<file path="config.mk">
export PLATFORM = sky130hd
export DESIGN_NAME = instruction_encoder
export DESIGN_NICKNAME = d
export VERILOG_FILES = /design/src/rtl/rv32_pkg.sv /design/src/rtl/imm_packer.sv /design/src/rtl/instruction_encoder.sv
export SDC_FILE = /design/constraint.sdc
export NUM_CORES = 1
export LEC_CHECK = 0
export BUFFER_PORTS_ARGS = -buffer_cell sky130_fd_sc_hd__buf_4
export CORE_MARGIN = 2
export CORE_UTILIZATION = 55
export DETAILED_ROUTE_END_ITERATION = 7
export PLACE_DENSITY = 0.95
export SLEW_MARGIN = 20
export SYNTH_ARGS = -nofsm -noshare
export SYNTH_HDL_FRONTEND = slang
export SYNTH_SLANG_ARGS = --single-unit
</file>
<file path="constraint.sdc">
create_clock -name clk -period 2.53 [get_ports clk]
set_input_delay 0.506 -clock clk [delete_from_list [all_inputs] [get_ports clk]]
set_output_delay 0.506 -clock clk [all_outputs]
set_load 0.01 [all_outputs]
</file>
<file path="src/rtl/rv32_pkg.sv">
// Shared RV32I encoding definitions: instruction formats, base opcodes,
// the canonical NOP and the immediate range limits.
package rv32_pkg;

    typedef enum logic [2:0] {
        FMT_R = 3'd0,
        FMT_I = 3'd1,
        FMT_S = 3'd2,
        FMT_B = 3'd3,
        FMT_U = 3'd4,
        FMT_J = 3'd5
    } fmt_e;

    localparam logic [6:0] OP_LUI    = 7'h37;
    localparam logic [6:0] OP_JAL    = 7'h6F;
    localparam logic [6:0] OP_BRANCH = 7'h63;
    localparam logic [6:0] OP_STORE  = 7'h23;
    localparam logic [6:0] OP_OPIMM  = 7'h13;
    localparam logic [6:0] OP_OP     = 7'h33;

    // addi x0,x0,0 -- substituted for any word that cannot be encoded
    localparam logic [31:0] NOP_WORD = 32'h0000_0013;

    localparam int IMM12_MIN = -2048;
    localparam int IMM12_MAX = 2047;
    localparam int IMM_B_MIN = -4096;
    localparam int IMM_B_MAX = 4094;
    localparam int IMM_J_MIN = -1048576;
    localparam int IMM_J_MAX = 1048574;

    // Signed inclusive range test of a 32-bit immediate
    function automatic logic in_range(input logic [31:0] value, input int lo, input int hi);
        return ($signed(value) >= lo) && ($signed(value) <= hi);
    endfunction

endpackage

</file>
<file path="src/rtl/imm_packer.sv">
// Scatters the immediate into its format-specific bit positions of the
// instruction word and flags whether the immediate/format is encodable.
module imm_packer
    import rv32_pkg::*;
(
    input  logic [2:0]  format,
    input  logic [31:0] imm,
    output logic [31:0] imm_bits,
    output logic        legal
);

    // Per-format immediate placement and legality check
    always_comb begin
        // NOTE: every output gets a default first so no path leaves it unassigned (no latch)
        imm_bits = '0;
        legal    = 1'b1;
        case (format)
            FMT_R: ;
            FMT_I: begin
                imm_bits[31:20] = imm[11:0];
                legal           = in_range(imm, IMM12_MIN, IMM12_MAX);
            end
            FMT_S: begin
                imm_bits[31:25] = imm[11:5];
                imm_bits[11:7]  = imm[4:0];
                legal           = in_range(imm, IMM12_MIN, IMM12_MAX);
            end
            FMT_B: begin
                imm_bits[31]    = imm[12];
                imm_bits[30:25] = imm[10:5];
                imm_bits[11:8]  = imm[4:1];
                imm_bits[7]     = imm[11];
                legal           = in_range(imm, IMM_B_MIN, IMM_B_MAX) && !imm[0];
            end
            FMT_U: begin
                imm_bits[31:12] = imm[31:12];
                legal           = (imm[11:0] == 12'd0);
            end
            FMT_J: begin
                imm_bits[31]    = imm[20];
                imm_bits[30:21] = imm[10:1];
                imm_bits[20]    = imm[11];
                imm_bits[19:12] = imm[19:12];
                legal           = in_range(imm, IMM_J_MIN, IMM_J_MAX) && !imm[0];
            end
            default: legal = 1'b0;
        endcase
    end

endmodule

</file>
<file path="src/rtl/instruction_encoder.sv">
// RV32I instruction encoder: packs decoded fields into a 32-bit word and
// holds it, with its byte address, in a one-entry output register.
module instruction_encoder
    import rv32_pkg::*;
#(
    parameter int                ADDR_W    = 16,
    parameter logic [ADDR_W-1:0] BASE_ADDR = '0
) (
    input  logic              clk,
    input  logic              rst_n,
    input  logic              clear,
    input  logic              in_valid,
    output logic              in_ready,
    input  logic [2:0]        format,
    input  logic [6:0]        opcode,
    input  logic [4:0]        rd,
    input  logic [2:0]        func3,
    input  logic [4:0]        rs1,
    input  logic [4:0]        rs2,
    input  logic [6:0]        func7,
    input  logic [31:0]       imm,
    output logic              out_valid,
    input  logic              out_ready,
    output logic [31:0]       instruction,
    output logic [ADDR_W-1:0] addr,
    output logic              err,
    output logic [7:0]        err_count
);

    logic [31:0]       imm_bits;
    logic              legal;
    logic [31:0]       reg_bits;
    logic [31:0]       word;
    logic              in_fire;
    logic              out_fire;
    logic [ADDR_W-1:0] next_addr;

    imm_packer u_imm_packer (
        .format   (format),
        .imm      (imm),
        .imm_bits (imm_bits),
        .legal    (legal)
    );

    assign in_ready = !out_valid || out_ready;
    assign in_fire  = in_valid && in_ready;
    assign out_fire = out_valid && out_ready;

    // Register-field placement per format, merged with the immediate bits
    always_comb begin
        reg_bits = {25'd0, opcode};
        case (format)
            FMT_R:        reg_bits = {func7, rs2, rs1, func3, rd, opcode};
            FMT_I:        reg_bits = {12'd0, rs1, func3, rd, opcode};
            FMT_S, FMT_B: reg_bits = {7'd0, rs2, rs1, func3, 5'd0, opcode};
            FMT_U, FMT_J: reg_bits = {20'd0, rd, opcode};
            default:      reg_bits = {25'd0, opcode};
        endcase
        word = legal ? (reg_bits | imm_bits) : NOP_WORD;
    end

    // Output register, address counter and saturating error counter
    // next_addr is the address the next accepted word will carry, so a word
    // accepted in the same edge its predecessor leaves gets old addr + 4.
    always_ff @(posedge clk or negedge rst_n) begin
        // NOTE: all state here is control/handshake state, so every flop is reset
        if (!rst_n) begin
            out_valid   <= 1'b0;
            instruction <= '0;
            addr        <= BASE_ADDR;
            next_addr   <= BASE_ADDR;
            err         <= 1'b0;
            err_count   <= '0;
        end else if (clear) begin
            out_valid <= 1'b0;
            addr      <= BASE_ADDR;
            next_addr <= BASE_ADDR;
            err       <= 1'b0;
            err_count <= '0;
        end else begin
            // NOTE: non-blocking assignments so every flop samples pre-edge values
            if (out_fire && err && (err_count != 8'hFF)) begin
                err_count <= err_count + 8'd1;
            end
            if (in_fire) begin
                out_valid   <= 1'b1;
                instruction <= word;
                err         <= !legal;
                addr        <= next_addr;
                next_addr   <= next_addr + ADDR_W'(4);
            end else if (out_fire) begin
                out_valid <= 1'b0;
            end
        end
    end

endmodule
</file>
Yosys cells after proc, flatten, opt, wreduce, memory -nomap -nowiden
Cells that the tools add are included.
{"block": "word_totals", "register_bits": 74, "latchBits": 0, "mem_bits_rw": 0, "mem_bits_ro": 0, "n_memories": 0}
{"block": "classes", "addsub": 2, "multipliers": 0, "n_div": 0, "order_cmp": 6, "eq_ne": 6, "n_shift": 0, "n_mux": 18, "bitwise": 2, "n_reduce_logical": 22}
{"cell": "$pmux W32 S4", "n": 1}
{"cell": "$mux W16", "n": 4}
{"cell": "$ge A32 B12 Y1 const B", "n": 1}
{"cell": "$ge A32 B13 Y1 const B", "n": 1}
{"cell": "$ge A32 B21 Y1 const B", "n": 1}
{"cell": "$le A32 B12 Y1 const B", "n": 1}
{"cell": "$le A32 B13 Y1 const B", "n": 1}
{"cell": "$le A32 B21 Y1 const B", "n": 1}
{"cell": "$mux W32", "n": 1}
{"cell": "$or A32 B32 Y32", "n": 1}
{"cell": "$pmux W7 S4", "n": 1}
{"cell": "$mux W8", "n": 3}
{"cell": "$add A16 B3 Y16 const B", "n": 1}
{"cell": "$pmux W5 S3", "n": 1}
{"cell": "$logic_not A12 Y1", "n": 1}
{"cell": "$pmux W5 S2", "n": 1}
{"cell": "$logic_and A1 B1 Y1", "n": 9}
{"cell": "$add A8 B1 Y8 const B", "n": 1}
{"cell": "$ne A8 B8 Y1 const B", "n": 1}
{"cell": "$eq A3 B2 Y1 const B", "n": 2}
{"cell": "$eq A3 B3 Y1 const B", "n": 2}
{"cell": "$reduce_or A2 Y1", "n": 3}
{"cell": "$mux W1", "n": 5}
{"cell": "$pmux W1 S5", "n": 1}
{"cell": "other kinds (8)", "n": 11}

Longest topological paths before layout
{"block": "depth", "ltp_word": 7, "mapped_depth": 7, "ltp_nobuf": 6}

By module
Synthesis repeated with hierarchy kept, for this count alone.
{"block": "unflattened", "cells_unflattened": 448, "hier_area_um2": 3878.7}
{"module": "instruction_encoder", "instances": 1, "cells_per_inst": 344, "area_each_um2": 3255.6, "seq_area_each_um2": 1776.7}
{"module": "imm_packer", "instances": 1, "cells_per_inst": 104, "area_each_um2": 623.1, "seq_area_each_um2": 0.0}

Least setup slack after synthesis
Ideal clock, no wire load.
{"block": "synth_path", "kind": "input-to-reg", "start": "input port out_ready", "end": "register instruction[16]", "arrival_ns": 1.730, "required_ns": 2.379, "setup_slack_ns": 0.649, "path_stages": 6, "n_path_buf": 3, "path_cell_list": "nand2b_1 > buf_2 > nor3b_1 > buf_2 > clkbuf_1 > a221oi_2"}
{"block": "synth_between", "elab_chain_len": 3}
{"item": "start: declaration", "line": "instruction_encoder.sv:23", "text": "input logic out_ready,"}
{"item": "$logic_or A1 B1 Y1", "line": "instruction_encoder.sv:45", "text": "assign in_ready = !out_valid || out_ready;"}
{"item": "named net in_ready", "line": "instruction_encoder.sv:13", "text": "output logic in_ready,"}
{"item": "$logic_and A1 B1 Y1", "line": "instruction_encoder.sv:46", "text": "assign in_fire = in_valid && in_ready;"}
{"item": "$reduce_and A2 Y1 (no line)"}
{"item": "end signal: assignment", "line": "instruction_encoder.sv:87", "text": "instruction <= word;"}
{"item": "end: declaration", "line": "instruction_encoder.sv:24", "text": "output logic [31:0] instruction,"}
The timed path passes the listed nets, and every way through them passes these cells.
A chain may end at the register's enable or synchronous reset.

Final worst setup path
{"block": "layout_path", "start": "input port imm[30]", "end": "register instruction[17]"}
{"block": "layout_between", "elab_chain_len": 5, "word_cells_on_any_way": 13}
{"item": "start: declaration", "line": "instruction_encoder.sv:21", "text": "input logic [31:0] imm,"}
{"item": "$ge A32 B21 Y1 (tied with other cells)", "line": "rv32_pkg.sv:33", "text": "return ($signed(value) >= lo) && ($signed(value) <= hi);"}
{"item": "$logic_and A1 B1 Y1", "line": "rv32_pkg.sv:33"}
{"item": "$logic_and A1 B1 Y1, on equally long branches", "line": "imm_packer.sv:44, imm_packer.sv:33"}
{"item": "$pmux W1 S5 (*)", "line": "imm_packer.sv:17", "text": "case (format)"}
{"item": "$mux W32 (*)", "line": "instruction_encoder.sv:59", "text": "word = legal ? (reg_bits | imm_bits) : NOP_WORD;"}
Every way passes the cells marked *; elsewhere a longest branch is shown, timed or not.

==> results.cfg <==
[status]
status = finished, final reports clean

[placed_design]
dpl.hpwl_mm = 7.72
gp_congestion = 0.905
io_buffers = 130

[logic_synthesis]
syn_area_um2 = 3880
synth-seq-cells = 71
synthSimpleGateAreaFrac_pct = 19.4
synth_edf_count = 0
syn_nets = 483
seq_area_frac_synth_pct = 45.8
synth_compound_gate_area_share_pct = 23.0
synth.distinct_cells = 43
synth_area_per_cell_um2 = 9.48
synth_largest_area_cell = dfrtp_1
ys.flop_type = dfrtp_1
synth_xor_xnor_area_share_pct = 3.61
synthArstFlopShare_pct = 100
synth.area.top_cells = dfrtp_1 (46%), a221oi_2 (7.0%), a21oi_1 (5.3%)
synthCells = 409
synthAdderAreaFrac_pct = 0.645
yosysTopAreaCellShare_pct = 45.8
yosys_warnings = 0
synth_top_family_by_area = compound AO/OA/AOI/OAI gates
synthMuxAreaShare_pct = 3.16

[critical_path]
cp-start-kind = primary input
criticalPathCategory = in2reg
critPathLaunch = imm[30]
worstSetupEndpointType = flip-flop
cp_data_required_time_ns = 2.77
r2r-start = out_valid
arrival_ns = 2.16
path_max_fanout = 30

[die]
die_width_um = 88.0
die_y_um = 88.0
start_util_pct = 57.1
fp.dieArea_um2 = 7740
io_pins = 131
rows = 30
core_area_um2 = 6790

[route]
post_drt_wl_per_cell_um = 17.0
drtIter0Drc = 252
drtAntennaViolNets = 0
num_vias = 3780
drt_wl_total_mm = 10.7
via_per_inst = 6.01
dr.pass1.iters = 5
drc_errors = 0

[clocking]
clkLatencyLatePin_ns = 0.34
cts_tree = done
ctsHoldBuffers = 0
ctsRootBufferMaster = clkbuf_8
clock-sinks = 71
clk_pin_slew_worst_paths_ns = 0.08
cts_made_buffers = 9
cts_setup_buffers = 0
htree_levels = 3
ctsResizeCount = 0
clockBufferDepth = 2

[timing]
worst_pin_slew_ns = 0.879
relSlewSlack_pct = 41.4
max_freq_mhz = 522
finalCritPeriodShare_pct = 75.8
rsz0062_at_grt = false
setup_viol = 0
layout_min_cycle_time_ns = 1.92
fin_skew_ns = 0.00972
finalHoldViolCount = 0
slew_viol_final = 0
whs_ns = 0.265
finalSetupTns_ns = 0

[global_route]
grt_max_degree = 72
antenna_found_initial = 0
grt_pass1_vias = 3520
grt.total_usage_pct = 27.8
grt_overflow = 0
grt_pass1_wl_mm = 16.9

[cells_and_area]
drive_gt1_share_pct = 34.0
area_delta_synth_final_pct = 32.3
antenna_cells = 0
nNetsFinal = 602
fillers = 465

[run]
max_cap_violations = 0

[pwr]
leakagePower_nw = 2.26
worst_ir_drop_vdd_v = 0.000355
powerDensity_nw_per_um2 = 538

[hold_path]
min_path_type = in2async
==> cell usage after synthesis (all sizes together), types with 2 or more instances <==
master,instances
a22o,5
a221oi,19
nand3,10
mux2i,10
nand2,40
o221ai,6
a21boi,2
o21ai,18
mux2,2
or3,4
nor2b,10
buf,15
dfrtp,71
nand4,11
a22oi,21
and2,2
a21oi,41
nor2,42
clkbuf,15
and3,3
xor2,4
nor4,14
nor3,10
nand2b,4
ha,2
xnor2,12
inv,7
==> cells by family after synthesis <==
| family | count (synthesis) |
|---|---|
| adder cells (fa/ha/maj) | 2 |
| AO/OA/AOI/OAI | 117 |
| flip-flops | 71 |
| multiplexers | 12 |
| AND/OR/NAND/NOR | 154 |
| XOR/XNOR | 16 |
| buffers and inverters | 37 |
==> layout by cell type, fill, tap and decap left out, types with 2 or more instances in the layout <==
| master | netlist | layout |
|---|---|---|
| clkbuf_8 | 0 | 9 |
| and2_1 | 2 | 2 |
| nor4_1 | 12 | 12 |
| buf_12 | 0 | 2 |
| mux2i_1 | 10 | 10 |
| nor2b_1 | 10 | 10 |
| xnor2_1 | 12 | 12 |
| nor3_1 | 10 | 10 |
| buf_4 | 1 | 136 |
| nand2b_1 | 4 | 4 |
| nand4_1 | 11 | 11 |
| mux2_2 | 2 | 2 |
| a221oi_2 | 18 | 18 |
| ha_1 | 2 | 2 |
| nand3_1 | 10 | 10 |
| o221ai_1 | 6 | 6 |
| a22oi_1 | 21 | 21 |
| clkinv_4 | 0 | 3 |
| clkinv_2 | 0 | 2 |
| dfrtp_1 | 71 | 71 |
| o21ai_0 | 18 | 17 |
| xor2_1 | 4 | 4 |
| inv_1 | 6 | 6 |
| and3_1 | 3 | 3 |
| or3_1 | 4 | 4 |
| nand2_1 | 40 | 40 |
| a22o_1 | 5 | 5 |
| nor2_1 | 42 | 42 |
| a21oi_1 | 41 | 41 |
==> worst paths after layout <==
path,endpoint,slack (ns),depth (start not counted)
setup reg to reg,instruction[1],0.62,5
max in group asynchronous,instruction[1],1.68,1
setup / recovery,instruction[17],0.61,7
min in group clk,instruction[4],0.41,3
hold reg to reg,instruction[0],0.52,2
hold / removal,next_addr[15],0.27,1
==> worst max-delay path, cell delays in order <==
cell and delay [ns]:
buf_4 0.12, nor4_1 0.30, nand3_1 0.17, nor4_2 0.45, nor4_4 0.10, buf_12 0.19
a221oi_2 0.30
==> layer usage <==
layer	wire length, um	track usage, %
met2	5200	47.2
met3	1080	6.60
met4	251	10.3
met5	0	0
met1	4170	34.7
==> registers in the layout, indices dropped and copies added, names as in the netlist <==
| name | cells |
|---|---|
| err | 1 |
| addr | 15 |
| next_addr | 14 |
| out_valid | 1 |
| err_count | 8 |
| instruction | 32 |
==> where the power goes <==
part,switching (mW),internal [mW]
clock network,0.430,0.456
logic,0.313,0.292
registers,0.0546,1.22
total,0.798,1.97
==> area by class of cell <==
cell class              instances  area, um^2  area share (%)
clock buffers                   9         124            2.41
clock inverters                 7        73.8            1.44
inverters                       7        26.3           0.512
multi-input cells             301        1950            38.0
flip-flops and latches         71        1780            34.6
well taps                      96         120            2.34
repair buffers                138        1060            20.7
==> metrics by stage <==
step | worst slack, ns | std cells | area [um^2] | power (mW) | util [%]
global placement | 0.361 | 613 | 4930 | 1.87 | 72.6
detailed placement | 0.296 | 613 | 4930 | 1.89 | 72.6
global route | 0.468 | 629 | 5130 | 2.90 | 75.5
floorplan | 0.649 | 409 | 3880 | 1.57 | -
CTS | 0.625 | 629 | 5130 | 2.78 | 75.5
finish | 0.613 | 629 | 5130 | 2.76 | 75.5
(Power assumes the default switching activity.)
